File: config.mk
export PLATFORM = sky130hd
export DESIGN_NAME = inst_fetch_flat
export DESIGN_NICKNAME = d
export VERILOG_FILES = /design/src/rtl/inst_fetch_if.sv /design/src/rtl/inst_fetch.sv /design/src/flat_wrapper.sv
export SDC_FILE = /design/constraint.sdc
export NUM_CORES = 1
export LEC_CHECK = 0
export ABC_AREA = 1
export BUFFER_PORTS_ARGS = -buffer_cell sky130_fd_sc_hd__buf_2
export CAP_MARGIN = 20
export CORE_MARGIN = 8
export CORE_UTILIZATION = 52
export DETAILED_ROUTE_END_ITERATION = 6
export GPL_ROUTABILITY_DRIVEN = 0
export PLACE_DENSITY = 0.82
export SETUP_SLACK_MARGIN = 0.02
export SKIP_CTS_REPAIR_TIMING = 1
export SYNTH_ARGS = -nofsm -noshare
export SYNTH_HDL_FRONTEND = slang
export SYNTH_SLANG_ARGS = --single-unit
File: constraint.sdc
create_clock -name clk -period 2.2 [get_ports clk]
set_input_delay 0.22 -clock clk [delete_from_list [all_inputs] [get_ports clk]]
set_output_delay 0.22 -clock clk [all_outputs]
set_load 0.005 [all_outputs]
File: src/rtl/inst_fetch_if.sv
// rtl/inst_fetch_if.sv - instruction memory request/ack bus between fetch and memory
interface inst_fetch_if;
    logic        inst_req_o;
    logic [31:0] inst_addr_o;
    logic        inst_ack_i;
    logic [31:0] inst_rdata_i;

    modport master (
        output inst_req_o,
        output inst_addr_o,
        input  inst_ack_i,
        input  inst_rdata_i
    );

    modport slave (
        input  inst_req_o,
        input  inst_addr_o,
        output inst_ack_i,
        output inst_rdata_i
    );
endinterface

File: src/rtl/inst_fetch.sv
// rtl/inst_fetch.sv - PC/fetch stage with one outstanding request; INST_FETCH_ALIGN_CHECK_EN adds if_adel_o
module inst_fetch #(
    parameter logic [31:0] RESET_PC = 32'h0000_0000
) (
    input  logic                clk,
    input  logic                rst,
    input  logic [5:0]          stall,
    input  logic                flush_i,
    input  logic [31:0]         new_pc_i,
    input  logic                branch_flag_i,
    input  logic [31:0]         branch_target_address_i,
    inst_fetch_if.master        bus,
    output logic [31:0]         if_pc_o,
    output logic [31:0]         if_inst_o,
    output logic                stallreq_if_o
`ifdef INST_FETCH_ALIGN_CHECK_EN
    ,
    output logic                if_adel_o
`endif
);

    typedef enum logic [1:0] {IDLE, REQ, HOLD, DISCARD} state_t;

    state_t      state;
    logic [31:0] pc;
    logic [31:0] hold_buf;
    logic [31:0] pend_pc;
    logic        redirect;
    logic [31:0] redirect_pc;
    logic [31:0] seq_pc;
    logic        misaligned;
    logic        unused_stall;

    function automatic logic [31:0] load_pc(input logic [31:0] a);
`ifdef INST_FETCH_ALIGN_CHECK_EN
        return a;
`else
        return a & 32'hFFFF_FFFC;
`endif
    endfunction

    assign unused_stall = ^stall[5:1];

    // Flush is unconditional; a branch only counts when the PC stage is not held.
    assign redirect    = flush_i | (branch_flag_i & ~stall[0]);
    assign redirect_pc = load_pc(flush_i ? new_pc_i : branch_target_address_i);
    assign seq_pc      = load_pc(pc + 32'd4);

`ifdef INST_FETCH_ALIGN_CHECK_EN
    assign misaligned = (pc[1:0] != 2'b00);
`else
    assign misaligned = 1'b0;
`endif

    assign bus.inst_addr_o = pc;

    always_ff @(posedge clk) begin
        if (!rst) begin
            state    <= IDLE;
            pc       <= load_pc(RESET_PC);
            hold_buf <= 32'h0;
            pend_pc  <= 32'h0;
        end else begin
            case (state)
                IDLE: begin
                    state <= REQ;
                    if (redirect) pc <= redirect_pc;
                end
                REQ: begin
                    if (misaligned) begin
                        if (flush_i) pc <= load_pc(new_pc_i);
                    end else if (bus.inst_ack_i) begin
                        if (redirect) begin
                            pc <= redirect_pc;
                        end else if (!stall[0]) begin
                            pc <= seq_pc;
                        end else begin
                            hold_buf <= bus.inst_rdata_i;
                            state    <= HOLD;
                        end
                    end else if (redirect) begin
                        // The request stays on the bus; its data is thrown away on ack.
                        pend_pc <= redirect_pc;
                        state   <= DISCARD;
                    end
                end
                HOLD: begin
                    if (redirect) begin
                        pc       <= redirect_pc;
                        hold_buf <= 32'h0;
                        state    <= REQ;
                    end else if (!stall[0]) begin
                        pc    <= seq_pc;
                        state <= REQ;
                    end
                end
                DISCARD: begin
                    if (redirect) pend_pc <= redirect_pc;
                    if (bus.inst_ack_i) begin
                        pc    <= redirect ? redirect_pc : pend_pc;
                        state <= REQ;
                    end
                end
                default: state <= IDLE;
            endcase
        end
    end

    // Outputs are forced low while rst is asserted so a reset drops any live request at once.
    always_comb begin
        bus.inst_req_o = 1'b0;
        if_pc_o        = 32'h0;
        if_inst_o      = 32'h0;
        stallreq_if_o  = 1'b0;
`ifdef INST_FETCH_ALIGN_CHECK_EN
        if_adel_o      = 1'b0;
`endif
        if (rst) begin
            case (state)
                REQ: begin
                    if_pc_o = pc;
                    if (misaligned) begin
`ifdef INST_FETCH_ALIGN_CHECK_EN
                        if_adel_o = 1'b1;
`endif
                    end else begin
                        bus.inst_req_o = 1'b1;
                        stallreq_if_o  = ~bus.inst_ack_i;
                        if (bus.inst_ack_i && !redirect) if_inst_o = bus.inst_rdata_i;
                    end
                end
                HOLD: begin
                    if_pc_o   = pc;
                    if_inst_o = hold_buf;
                end
                DISCARD: begin
                    bus.inst_req_o = 1'b1;
                    if_pc_o        = pc;
                    stallreq_if_o  = 1'b1;
                end
                default: ;
            endcase
        end
    end

endmodule

File: src/flat_wrapper.sv
// flat-port wrapper written by rule: the top's interface ports become plain ports
module inst_fetch_flat 
#(
    parameter logic [31:0] RESET_PC = 32'h0000_0000
)
  (clk, rst, stall, flush_i, new_pc_i, branch_flag_i, branch_target_address_i, if_pc_o, if_inst_o, stallreq_if_o, bus_inst_req_o, bus_inst_addr_o, bus_inst_ack_i, bus_inst_rdata_i);
  inst_fetch_if bus_i ();
  input  logic clk;
  input  logic rst;
  input  logic [5:0] stall;
  input  logic flush_i;
  input  logic [31:0] new_pc_i;
  input  logic branch_flag_i;
  input  logic [31:0] branch_target_address_i;
  output logic [31:0] if_pc_o;
  output logic [31:0] if_inst_o;
  output logic stallreq_if_o;
  output wire logic [$bits(bus_i.inst_req_o)-1:0] bus_inst_req_o;
  output wire logic [$bits(bus_i.inst_addr_o)-1:0] bus_inst_addr_o;
  input wire logic [$bits(bus_i.inst_ack_i)-1:0] bus_inst_ack_i;
  input wire logic [$bits(bus_i.inst_rdata_i)-1:0] bus_inst_rdata_i;
  assign bus_inst_req_o = bus_i.inst_req_o;
  assign bus_inst_addr_o = bus_i.inst_addr_o;
  assign bus_i.inst_ack_i = bus_inst_ack_i;
  assign bus_i.inst_rdata_i = bus_inst_rdata_i;
  inst_fetch #(.RESET_PC(RESET_PC)) u_core (.clk(clk), .rst(rst), .stall(stall), .flush_i(flush_i), .new_pc_i(new_pc_i), .branch_flag_i(branch_flag_i), .branch_target_address_i(branch_target_address_i), .bus(bus_i), .if_pc_o(if_pc_o), .if_inst_o(if_inst_o), .stallreq_if_o(stallreq_if_o));
endmodule
* Yosys cells after proc, flatten, opt, wreduce, memory -nomap -nowiden
Index checks and enable logic that the tools add are counted.
Widths: inputs -> output; s select.
** Storage, ports and cells
- Register bits :: 98
- Bits of input ports :: 107
- Output and inout port bits :: 98
- Logic and storage cells :: 66
** Cells by class
- $add $sub $neg :: 1
- Equality and inequality tests :: 14
- Multiplexer cells :: 32
- Bitwise gates (word level) :: 4
- Reduce and logical (&&, ||, !) cells :: 11
** Operator list (count)
- $mux 32 :: 16
- $pmux 32 s2 :: 3
- $pmux 32 s4 :: 1
- $add 32x3->32 const B :: 1
- $mux 2 :: 7
- $ne 2x2->1 const B :: 5
- $reduce_and 5->1 :: 2
- $ne 3x2->1 const B :: 3
- $pmux 2 s4 :: 1
- $eq 2x2->1 const B :: 2
- $ne 2x1->1 const B :: 2
- $reduce_bool 2->1 :: 2
- $mux 1 :: 3
- $ne 3x3->1 const B :: 1
- $reduce_and 3->1 :: 1
- $reduce_or 3->1 :: 1
- $eq 2x1->1 const B :: 1
- $logic_not 2->1 :: 1
- $not 1->1 :: 2
- $pmux 1 s2 :: 1
- $reduce_and 2->1 :: 1
- $reduce_or 2->1 :: 1
- $and 1x1->1 :: 1
- $logic_and 1x1->1 :: 1
- other kinds (2) :: 2

* Logic depth before layout (Yosys ltp)
- Word-level depth :: 8
- Gate-level depth with buffers :: 14
- Gate-level depth less buffers :: 14

* Least setup slack after synthesis
OpenSTA, ideal clock, no wires.
- Kind :: flip-flop to flip-flop
- Start :: register u_core.state[0]
- End :: register u_core.pc[15] (netlist: u_core.bus.inst_addr_o[15])
- Setup time :: 87 ps
- Arrival :: 1773 ps
- Required time :: 2113 ps
- Slack :: 340 ps
- Cell stages (with the launch flop) :: 13
- Buffers on the path :: 3
- Clock period less this slack :: 1860 ps
- Path through :: dfxtp_1 inv_1 ha_1 buf_2 inv_1 nor2_2 a22oi_2 nand3_1 buf_2 buf_6 a21oi_1 nand2_1 o31ai_1
** Between the ends
- Word-level cells in the longest chain between the ends :: 3
- Elaborated cells between the ends (all ways) :: 9
- Classes of those cells :: eq/ne: 6; mux: 1; reduce/logical: 2
** Ends and longest elaborated chain
- start, declared :: line inst_fetch.sv:24 : state_t state;
- start signal, assigned :: line inst_fetch.sv:59 : state <= IDLE;
- start signal, assigned :: line inst_fetch.sv:66 : state <= REQ;
- start signal, assigned :: line inst_fetch.sv:79 : state <= HOLD;
- $eq 2x1->1 (tied with other cells) :: line inst_fetch.sv:64 : case (state)
- $ne 2x2->1 (no source line) / $ne 2x1->1 (equally long branches)
- $reduce_and 3->1 (no source line)
- end signal, assigned :: line inst_fetch.sv:67 : if (redirect) pc <= redirect_pc;
- end signal, assigned :: line inst_fetch.sv:71 : if (flush_i) pc <= load_pc(new_pc_i);
- end signal, assigned :: line inst_fetch.sv:74 : pc <= redirect_pc;
- end, declared :: line inst_fetch.sv:25 : logic [31:0] pc;
Parallel ways exist; a longest one is shown, timed or not.
A chain may end at the register's enable or synchronous reset.

* Worst setup path in the final report
- Start :: register u_core.state[0]
- End :: output if_inst_o[19]
** Between the ends
- Word-level cells in the longest chain between the ends :: 3
- Elaborated cells between the ends (all ways) :: 4
- Classes of those cells :: eq/ne: 2; mux: 2
** Ends and longest elaborated chain
- $eq 2x2->1 / $eq 2x1->1 (equally long branches) :: line inst_fetch.sv:119 : case (state)
- $pmux 32 s2 * :: line inst_fetch.sv:119
- $mux 32 * :: line inst_fetch.sv:118 : if (rst) begin
- end, declared :: line flat_wrapper.sv:16 : output logic [31:0] if_inst_o;
Mark *: on every way between the ends. The rest lies on a longest branch, timed or not.

==> impl_metrics.ini <==
[detailed_routing]
vias = 7441
drt_iter0_markers = 866
vias_per_cell = 5.641
drt_pass1_iterations = 6
drc = 0
final_antenna_net_count = 0
finalWirelength_um = 20720
wl_per_cell_um = 15.71

[die]
dieArea_um2 = 15790
dieWidth_um = 125.7
initial_core_util_pct = 52.72
fp.dieH_um = 125.7
rows = 40
core_area_um2 = 11860
io_pins = 205

[finish]
antenna_cells = 0
postLayoutCellArea_um2 = 7779
drive_gt1_share_pct = 24.23
layout_commonest_cell = nand2_1
final_cell_mix = nand2_1 (247), buf_2 (195), nor2_1 (135)
fillCellCount = 1105
final_nets = 1280
syn_to_final_growth_pct = 24.39

[synth]
ys_seq_area_share_pct = 31.37
synth_top_area_share_pct = 31.37
synth_top_family_by_area = simple AND/OR/NAND/NOR gates
synthMuxAreaShare_pct = 1.120
netlist_area_um2 = 6253
syn_nets = 1111
async_flop_share_pct = 0
avgSynthCellArea_um2 = 6.266
yosys_warnings = 0
ys.flop_type = dfxtp_1
ys_ff_latch = 98
synth_simple_gate_area_share_pct = 30.65
synth_xor_area_share_pct = 0.4202
synth-adder-area-share_pct = 1.200
ys_types = 42
synth_edf_count = 0
netlist_instances = 998
ys_top_cells_by_area = dfxtp_1 (31%), nand2_1 (15%), nor2_1 (8.4%), o21ai_0 (8.2%), a21oi_1 (5.4%)
synth_top_cell_by_area = dfxtp_1
synth_compound_area_share_pct = 25.93

[critical_path]
cpLargestDelayFamily = buffers and inverters
critPathSlowestCell = dfxtp_2
criticalPathCategory = reg2out
crit_path_cell_trace = inv_1, ha_4, buf_4, nand2_1, buf_12, nor2_1, buf_2
rrSetupSlack_ns = 0.18
cp.required_ns = 1.98
cp.arrival_ns = 1.82
end_kind = output pin
start_kind = flop
critPathBufInv = 4
slowest_delay_ns = 0.37
crit_fanout = 32

[sta]
fin_crit_ns = 2.041
worst_pin_slew_ns = 0.5089
finalSetupTns_ns = 0
fmax_mhz = 489.9
grt_setup_unrepaired = true
slew-limit-headroom_pct = 65.71
period_share_pct = 92.78
finalClockSkew_ns = 0.008666
maxSlewViolCount = 0
hold_viol_final = 0
finalSetupViolations = 0

[power]
p_leak_uw = 0.003544
ir_worst_vdd_mv = 0.3661
power.density_nw_per_um2 = 723.7

[global_route]
antenna_found_initial = 1
grt_pass1_vias = 6773
grt_pass1_wl_um = 33550
track_usage_pct = 25.26
grt-ovfl-total = 0
grt_start_max_net_pins = 78

[cts]
clk_pin_slew_worst_paths_ns = 0.07
cts_buffer_depth = 2
cts_tree = done
cts_buffers = 9
cts_sinks = 98
cts_max_level = 3
root_buffer = clkbuf_16
clock_latency_ns = 0.35

[placement]
portBuffers = 195
place_hpwl_um = 15110
dpl-instance-area_um2 = 7388

[run]
cap_violations = 0

[min_path]
min-delay-path-class = in2reg

[run_status]
status = completed
-- path summary, 6_finish.rpt --
check / startpoint / endpoint / depth (start not counted)
worst min-delay path: bus_inst_rdata_i[21] / u_core.hold_buf[21] / 3
worst min register to register: u_core.pend_pc[18] / u_core.pend_pc[18] / 2
worst max register to register: u_core.state[0] / u_core.bus.inst_addr_o[29] / 10
worst max-delay path: u_core.state[0] / if_inst_o[19] / 7
-- report_power, final --
| group | internal (uW) | switching [uW] | total (uW) |
|---|---|---|---|
| clock network | 1110 | 689 | 1800 |
| registers | 1990 | 200 | 2190 |
| logic | 613 | 1030 | 1640 |
| total | 3710 | 1920 | 5630 |
-- layout make-up --
type	instances	area [um^2]	area share, %
inverters	73	281.5	3.619
repair buffers	223	1252	16.10
flip-flops and latches	98	1963	25.24
clock inverters	5	102.6	1.319
multi-input cells	762	3762	48.37
well taps	147	183.9	2.364
clock buffers	11	232.7	2.992
-- synthesized netlist by cell type, types with 3 or more instances --
cell type,instances
buf_2,14
a21oi_1,67
dfxtp_1,98
nand2_1,247
o21ai_1,10
o21ai_0,102
or2_2,7
buf_1,7
nand4_1,3
buf_6,4
o211ai_1,8
inv_1,69
a22oi_1,33
inv_2,3
buf_4,3
nand3_1,47
ha_1,6
clkbuf_1,37
mux2i_1,7
a21oi_2,18
nor3_1,21
a31oi_1,8
nor2_1,140
xor2_1,3
a211oi_1,15
-- sequential cells by signal, indices dropped and copies added, names as in the netlist --
name                    flops
u_core.bus.inst_addr_o     32
u_core.pend_pc             32
u_core.state                2
u_core.hold_buf            32
-- worst register-to-register path: stages (launching register included) --
cell and delay (ns):
dfxtp_2 0.34, ha_1 0.26, inv_1 0.25, nor2_1 0.07, inv_1 0.08, nand2_1 0.05, inv_1 0.07, nand3_1 0.09
inv_1 0.36, o21ai_0 0.18, o21ai_0 0.20
-- kinds of logic (layout without fill, tap and decap cells) --
logic type | after synthesis | count (layout)
and+or+nand+nor | 473 | 473
DFF | 98 | 98
buffers and inverters | 138 | 312
xor gates and xnor gates | 3 | 3
muxes | 7 | 7
adders and majority gates | 6 | 6
AOI/OAI and AO/OA | 273 | 273
-- metrics by stage --
stage	hold slack (ns)	cells	setup WS (ns)	power [uW]	utilization (%)
floorplan	0.3513	998	0.3398	3183	-
global placement	0.4221	1303	0.2422	3779	62.29
detailed placement	0.4396	1303	0.1812	3804	62.29
CTS	0.1063	1319	0.03775	5591	65.12
global route	0.1161	1319	0.01052	5916	65.58
finish	0.1118	1319	0.1588	5629	65.58
-- routing by layer --
layer / wire length [um] / global-route usage, % / share of wire, %
met1: 8466 / 31.56 / 41
met2: 9456 / 40.62 / 46
met3: 2280 / 7.046 / 11
met4: 495 / 9.384 / 2.4
met5: 16 / 0 / 0.077
No activity file was read; power rests on OpenSTA's default activity.
